### config.mk
export PLATFORM = sky130hd
export DESIGN_NAME = phys_free_list
export DESIGN_NICKNAME = d
export VERILOG_FILES = /design/src/rtl/phys_free_list_pkg.sv /design/src/rtl/phys_free_list_lane_compactor.sv /design/src/rtl/phys_free_list.sv
export SDC_FILE = /design/constraint.sdc
export NUM_CORES = 1
export LEC_CHECK = 0
export CAP_MARGIN = 15
export CELL_PAD_IN_SITES_DETAIL_PLACEMENT = 1
export CELL_PAD_IN_SITES_GLOBAL_PLACEMENT = 2
export CORE_MARGIN = 2
export CORE_UTILIZATION = 35
export DETAILED_ROUTE_END_ITERATION = 16
export HOLD_SLACK_MARGIN = 0.06
export PLACE_DENSITY = 0.66
export SETUP_SLACK_MARGIN = 0.02
export SYNTH_ARGS = -nofsm -noshare
export SYNTH_HDL_FRONTEND = slang
export SYNTH_HIERARCHICAL = 1
export SYNTH_SLANG_ARGS = --single-unit
### constraint.sdc
create_clock -name clock -period 9.1 [get_ports clock]
set_input_delay 1.365 -clock clock [delete_from_list [all_inputs] [get_ports clock]]
set_output_delay 1.365 -clock clock [all_outputs]
set_load 0.05 [all_outputs]
### src/rtl/phys_free_list_pkg.sv
// Shared renaming definitions (sys_defs slice) used by the physical-register free list.
// Optional feature macro: FREE_LIST_BYPASS_EN (retire-to-offer bypass in phys_free_list).
`ifndef N_WAY
`define N_WAY 2
`endif
`ifndef CDB_BITS
`define CDB_BITS 6
`endif
`ifndef N_PREG
`define N_PREG 64
`endif
`ifndef N_ARCH
`define N_ARCH 32
`endif
`ifndef SD
`define SD
`endif

package phys_free_list_pkg;
  localparam int FL_N_WAY    = `N_WAY;
  localparam int FL_TAG_BITS = `CDB_BITS;
  localparam int FL_N_PREG   = `N_PREG;
  localparam int FL_N_ARCH   = `N_ARCH;

  typedef struct packed {
    logic [FL_TAG_BITS-1:0] tag;
    logic                   valid;
  } FREE_LIST_PACKET;
endpackage

### src/rtl/phys_free_list_lane_compactor.sv
// Turns a per-lane valid vector into exclusive prefix offsets and a population count,
// so valid lanes can be packed densely in lane order.
module lane_compactor #(
  parameter int N  = 2,
  parameter int CW = $clog2(N + 1)
) (
  input  logic [N-1:0]  valid,
  output logic [CW-1:0] offset [N],
  output logic [CW-1:0] count
);
  always_comb begin
    count = '0;
    for (int k = 0; k < N; k++) begin
      offset[k] = count;
      count     = count + CW'(valid[k]);
    end
  end
endmodule

### src/rtl/phys_free_list.sv
// Circular free list of physical-register tags: retired old tags are pushed, up to N_WAY
// fresh tags are offered to rename each cycle. FREE_LIST_BYPASS_EN enables retire-to-offer bypass.
module phys_free_list
  import phys_free_list_pkg::*;
#(
  parameter int N_PREG   = FL_N_PREG,
  parameter int N_ARCH   = FL_N_ARCH,
  parameter int N_WAY    = FL_N_WAY,
  parameter int TAG_BITS = FL_TAG_BITS
) (
  input  logic                      clock,
  input  logic                      reset,
  input  logic [N_WAY-1:0]          alloc_req,
  input  logic [N_WAY-1:0]          retire_valid,
  input  logic [N_WAY*TAG_BITS-1:0] retire_told,
  output logic [N_WAY*TAG_BITS-1:0] free_tag,
  output logic [N_WAY-1:0]          free_valid,
  output logic [$clog2(N_PREG):0]   free_count,
  output logic                      free_empty
);
  localparam int PTR_W = $clog2(N_PREG);
  localparam int CNT_W = PTR_W + 1;
  localparam int LW    = $clog2(N_WAY + 1);

  logic [TAG_BITS-1:0] entry [N_PREG];
  logic [PTR_W-1:0]    head, tail;
  logic [CNT_W-1:0]    count_q;

  logic [N_WAY-1:0]    push_v, pop_v, wr_en;
  logic [LW-1:0]       push_off [N_WAY];
  logic [LW-1:0]       pop_off  [N_WAY];
  logic [LW-1:0]       n_push, n_pop, fifo_pops, byp_used;
  logic [PTR_W-1:0]    wr_idx [N_WAY];
  logic [TAG_BITS-1:0] rd_tag;
  int                  avail;
  int                  count_raw;

  function automatic logic [CNT_W-1:0] sat_count(input int c);
    if (c > N_PREG) return CNT_W'(N_PREG);
    return CNT_W'(c);
  endfunction

  always_comb begin
    for (int k = 0; k < N_WAY; k++)
      push_v[k] = retire_valid[k] && (retire_told[k*TAG_BITS +: TAG_BITS] != '0);
  end

  lane_compactor #(.N(N_WAY), .CW(LW)) u_push_compact (
    .valid (push_v),
    .offset(push_off),
    .count (n_push)
  );

`ifdef FREE_LIST_BYPASS_EN
  logic [TAG_BITS-1:0] push_tag [N_WAY];

  // Retiring tags packed in lane order; the head of this list extends the FIFO contents.
  always_comb begin
    for (int j = 0; j < N_WAY; j++) begin
      push_tag[j] = '0;
      for (int k = 0; k < N_WAY; k++)
        if (push_v[k] && (push_off[k] == LW'(j)))
          push_tag[j] = retire_told[k*TAG_BITS +: TAG_BITS];
    end
  end
`endif

  always_comb begin
    avail = int'(count_q);
`ifdef FREE_LIST_BYPASS_EN
    avail = avail + int'(n_push);
`endif
    free_tag   = '0;
    free_valid = '0;
    rd_tag     = '0;
    for (int k = 0; k < N_WAY; k++) begin
      rd_tag = entry[head + PTR_W'(k)];
`ifdef FREE_LIST_BYPASS_EN
      for (int j = 0; j < N_WAY; j++)
        if (k == int'(count_q) + j) rd_tag = push_tag[j];
`endif
      if (!reset) begin
        free_tag[k*TAG_BITS +: TAG_BITS] = rd_tag;
        free_valid[k]                    = (k < avail);
      end
    end
  end

  assign pop_v = alloc_req & free_valid;

  lane_compactor #(.N(N_WAY), .CW(LW)) u_pop_compact (
    .valid (pop_v),
    .offset(pop_off),
    .count (n_pop)
  );

  // Pops beyond the stored count consume bypassed retire tags, which then skip the FIFO.
  always_comb begin
    fifo_pops = n_pop;
    if (int'(n_pop) > int'(count_q)) fifo_pops = LW'(count_q);
    byp_used  = n_pop - fifo_pops;
    count_raw = int'(count_q) - int'(n_pop) + int'(n_push);
    for (int k = 0; k < N_WAY; k++) begin
      wr_en[k]  = push_v[k] && (push_off[k] >= byp_used);
      wr_idx[k] = tail + PTR_W'(push_off[k] - byp_used);
    end
  end

  always_ff @(posedge clock) begin
    if (reset) begin
      head    <= '0;
      tail    <= PTR_W'(N_PREG - N_ARCH);
      count_q <= CNT_W'(N_PREG - N_ARCH);
      for (int i = 0; i < N_PREG; i++)
        entry[i] <= (i < N_PREG - N_ARCH) ? TAG_BITS'(N_ARCH + i) : '0;
    end else begin
      head    <= head + PTR_W'(fifo_pops);
      tail    <= tail + PTR_W'(n_push - byp_used);
      count_q <= sat_count(count_raw);
      for (int k = 0; k < N_WAY; k++)
        if (wr_en[k]) entry[wr_idx[k]] <= retire_told[k*TAG_BITS +: TAG_BITS];
      assert (count_raw <= N_PREG)
        else $error("phys_free_list: double-free pushes count past N_PREG");
      for (int k = 0; k < N_WAY; k++)
        assert (!pop_v[k] || (int'(pop_off[k]) == k))
          else $error("phys_free_list: alloc_req not contiguous from lane 0");
    end
  end

  assign free_count = count_q;
  assign free_empty = (count_q == '0);
endmodule
[Yosys cells after proc, flatten, opt, wreduce, memory -nomap -nowiden]
Memories as Yosys holds them, arrays and structs flattened. A register that Yosys moved wholly into a read port is not among the register bits.
Cells that the tools add are included.
Operators by class
  magnitude comparators: 6
  bitwise operators: 1
  muxes and demuxes: 24
  reduce and logical (&&, ||, !) cells: 9
  add/sub/neg operators: 13
Operators with widths (number)
  6-bit 2-to-1 mux: 7
  6-bit adder: 3
  1-bit by 7-bit < comparator with 1-bit output (first input constant): 2
  1-bit 2-to-1 mux: 14
  7-bit 2-to-1 mux: 2
  6-bit nonzero test: 2
  6-bit OR reduction: 2
  8-bit by 3-bit adder with 9-bit output: 1
  9-bit by 8-bit greater-than comparator with 1-bit output (second input constant): 1
  7-bit by 2-bit subtractor with 8-bit output: 1
  2-bit by 7-bit greater-than comparator with 1-bit output: 1
  7-bit zero test: 1
  6-bit by 1-bit adder with 6-bit output (second input constant): 1
  6-bit by 2-bit adder with 6-bit output: 1
  1-bit by 1-bit adder with 2-bit output: 2
  1-bit logical AND: 4
  1-bit by 2-bit subtractor with 3-bit output: 1
  1-bit by 2-bit subtractor with 3-bit output (first input constant): 1
  2-bit by 2-bit subtractor with 3-bit output: 1
  2-bit AND: 1
  1-bit by 2-bit greater-or-equal comparator with 1-bit output: 1
  1-bit by 2-bit greater-or-equal comparator with 1-bit output (first input constant): 1
  2-bit 2-to-1 mux: 1
  2-bit subtractor: 1
Word-level totals
  bits in writable memories: 384
  logic and storage cells: 57
  memories kept: 1
  register bits after elaboration: 19
  output and inout port bits: 22
Memory list
  entry: depth 64, width 6, rd ports 2, clocked after Yosys merged registers in 1, write ports 64, RTL line phys_free_list.sv:25  | logic [TAG_BITS-1:0] entry [N_PREG];

[Logic depth before layout (Yosys ltp)]
  depth after elaboration: 14
  depth in mapped cells: 29
  depth with buffers taken out: 25

[Hierarchy]
The synthesis kept the hierarchy.
By module, submodules not included
  phys_free_list: area each 27980.6 um^2, cells an instance 2309, times used 1, seq. area each 11911.4 um^2
  lane_compactor: area each 46.3 um^2, cells an instance 6, times used 2, seq. area each 0.0 um^2

[Worst setup path before layout]
Ideal clock, no wire load.
  kind: reg2reg
  from: register count_q[2], in the netlist free_count[2]
  to: memory entry[38][0] (netlist bit), enable pin
  path buffers: 3
  setup slack: 0.602 ns
  setup time: 0.316 ns
  cell stages (with the launch flop): 27
  clock period less this slack: 8.498 ns
  data required time: 8.784 ns
  arrival: 8.182 ns
  cell sequence: dfxtp_1 -> or3_1 -> nand2b_1 -> nor3_1 -> nor2_1 -> and2_1 -> ha_1 -> ha_1 -> inv_1 -> fa_1 -> or4_1 -> clkbuf_1 -> nand2_1 -> o21ai_0 -> ha_1 -> inv_1 -> ha_1 -> fa_1 -> ha_1 -> nor2b_1 -> o21a_2 -> or3_1 -> buf_4 -> a21oi_1 -> and2_0 -> clkbuf_1 -> a211o_1
RTL lines
  from (decl): RTL line phys_free_list.sv:27  | logic [CNT_W-1:0] count_q;
  from (signal assigned): RTL line phys_free_list.sv:113  | count_q <= CNT_W'(N_PREG - N_ARCH);
  from (signal assigned): RTL line phys_free_list.sv:119  | count_q <= sat_count(count_raw);
  to (decl): RTL line phys_free_list.sv:25

==> flow_summary.json <==
{
  "outcome": "completed",
  "ff2ff_setup_slack_ns": 0.88,
  "fin_cells": 3343,
  "holdCritStartpoint": "head[5]",
  "grt_pass1_wl_um": 172000,
  "skew_ns": 0.0322,
  "cp_top_family": "simple AND/OR/NAND/NOR gates",
  "drv_cap": 0,
  "worst_slew_margin_rel_pct": 20.0,
  "gr-total-overflow": 0,
  "routabilityCongestion": 0.937,
  "syn_area_um2": 28000,
  "io_buffers": 39,
  "crit_path_top_delay_cell": "or3_1",
  "p_per_area_nw_per_um2": 298,
  "grt_max_degree": 66,
  "dieArea_um2": 82400,
  "ir_drop_v": 0.000273,
  "cellLeakagePower_uw": 0.00963,
  "dr.pass1.iters": 6,
  "slowest_delay_ns": 0.69,
  "post-route-period-util_pct": 90.3,
  "dp.cells": 3248,
  "cts_resized": 0,
  "endpoint_kind": "register",
  "cts-hold-fix-buffers": 0,
  "r2r-end": "entry[60][0]",
  "vias": 22300,
  "die_h_um": 287,
  "die_x_um": 287,
  "cp_max_fo": 10,
  "synthCells": 2316,
  "core_area_um2": 79100,
  "drive_gt1_share_pct": 28.0,
  "cts_tree": "built",
  "fin_tns_setup_ns": 0,
  "postCtsSetupRepairBufs": 0,
  "hp-class": "register to register",
  "crit_path_cell_trace": "or3_1, nand2b_1, nor3_1, nor2_1, and2_1, ha_1, ha_1, inv_1, fa_1, or4_1, nand2_1, o21ai_0, buf_4, ha_1, xor2_1, fa_1, fa_1, xor2_1, a211oi_2, nand2_1, or3_1, nor2_1, a211o_1",
  "critical_path_class": "register to register",
  "grt_pass1_vias": 22700,
  "wire_per_inst_um": 36.1,
  "htree_num_levels": 2,
  "io_pins": 40,
  "grt_usage_pct": 29.2,
  "drc": 0,
  "hold_depth": 2,
  "syn_avg_cell_area_um2": 12.1,
  "cts.clk_slew.worst_paths_ns": 0.06,
  "r2r-start": "free_count[2]",
  "dp_hpwl_um": 85000,
  "yosysWarnings": 6,
  "wl_um": 121000,
  "syn_to_final_growth_pct": 10.9,
  "nNetsFinal": 2309,
  "holdPathEnd": "head[5]",
  "crit_required_ns": 9.41,
  "start_kind": "register",
  "setup_viol": 0,
  "placementRows": 103,
  "start_util_pct": 35.4,
  "first_iter_violations": 2849,
  "rsz0062_at_grt": "false",
  "maxSlewViolCount": 0,
  "cts_num_sinks": 403,
  "hold_viol_final": 0,
  "fin_crit_ns": 8.22,
  "timing.fmax_mhz": 122,
  "cts_buffer_depth": 3,
  "antenna_found_initial": 3,
  "cp.arrival_ns": 8.52,
  "clock_latency_ns": 0.62,
  "rr_worst_depth": 23,
  "cts-root-buf": "clkbuf_16",
  "crit_buf_inv": 2,
  "ant_nets": 0,
  "worstMarginPinSlew_ns": 1.20,
  "cts_buffers": 51,
  "viasPerCell": 6.68
}
==> power breakdown <==
| part | leakage, uW | switching, uW | internal, uW |
|---|---|---|---|
| clock network | 0.000764 | 855 | 1130 |
| registers | 0.00373 | 179 | 2220 |
| logic | 0.00513 | 3420 | 1460 |
| total | 0.00963 | 4450 | 4810 |
==> stage by stage <==
stage                     instance area [um^2]  hold WS, ns  power [uW]  util [%]  setup slack, ns
after floorplan                          28000        0.552        5490         -            0.618
after global placement                   29500        0.598        7120      37.3            0.895
after detailed placement                 29500        0.610        7200      37.3            0.626
after CTS                                31100        0.619        9190      39.3             1.04
after global routing                     31100        0.689        9570      39.3            0.587
final                                    31100        0.623        9270      39.3            0.882
==> how the worst max path moves through the flow <==
stage | start | to | slack [ns] | cells after the start
global placement | alloc_req[1] | entry[60][0] | 0.89 | 20
floorplan | free_count[2] | entry[38][0] | 0.62 | 26
finish | free_count[2] | entry[60][0] | 0.88 | 23
global route | free_count[2] | entry[60][1] | 0.59 | 23
detailed placement | alloc_req[1] | entry[60][5] | 0.63 | 20
CTS | free_count[2] | entry[60][0] | 1.04 | 23
==> worst reg2reg max path: stages (launching register included) <==
cell,delay (ns)
dfxtp_1,0.37
or3_1,0.46
nand2b_1,0.20
nor3_1,0.21
nor2_1,0.09
and2_1,0.17
ha_1,0.32
ha_1,0.18
inv_1,0.05
fa_1,0.43
or4_1,0.66
nand2_1,0.11
o21ai_0,0.07
buf_4,0.15
ha_1,0.18
xor2_1,0.41
fa_1,0.54
fa_1,0.46
xor2_1,0.22
a211oi_2,0.68
nand2_1,0.32
or3_1,0.69
nor2_1,0.60
a211o_1,0.33
==> per-layer routing <==
metal  share of wire (%)  global-route usage, %  routed length (um)  up-vias
met2                  45                   45.3               54500     1271
met5               0.037                      0                  45        -
li1                    -                      -                   -     9072
met1                  41                   40.4               50100    11700
met3                 8.9                   5.06               10700      250
met4                 4.4                   11.9                5360        6
==> sequential cells by signal (all words and copies together), names as in the netlist <==
| register | flops |
|---|---|
| free_count | 7 |
| entry | 384 |
| head | 6 |
| tail | 6 |
==> area by class of cell <==
class	instances	area, um^2
diodes	1	2.50
clock buffers	65	1350
clock inverters	28	226
fillers	8347	48000
inverters	31	116
multi-input cells	1624	15000
flip-flops and latches	403	11900
well taps	1050	1310
repair buffers	141	1160
==> cell usage in the layout (no fill, tap or decap), types with 15 or more instances in the layout <==
master             n
dfxtp_1           15
clkinv_1          16
o31ai_1          186
nor3_1            43
a31oi_1           25
a211o_1           49
mux2_2           176
nor3_2            24
nor2_1           128
xnor2_1           19
nand2_1          185
mux2i_1           59
clkbuf_16         52
nand3_1          198
edfxtp_1         384
mux4_2           206
clkdlybuf4s50_1   32
buf_4            100
ha_1              29
a21oi_1           22
inv_1             28
o211ai_1          36
nor4_1            21
(Power assumes the default switching activity.)
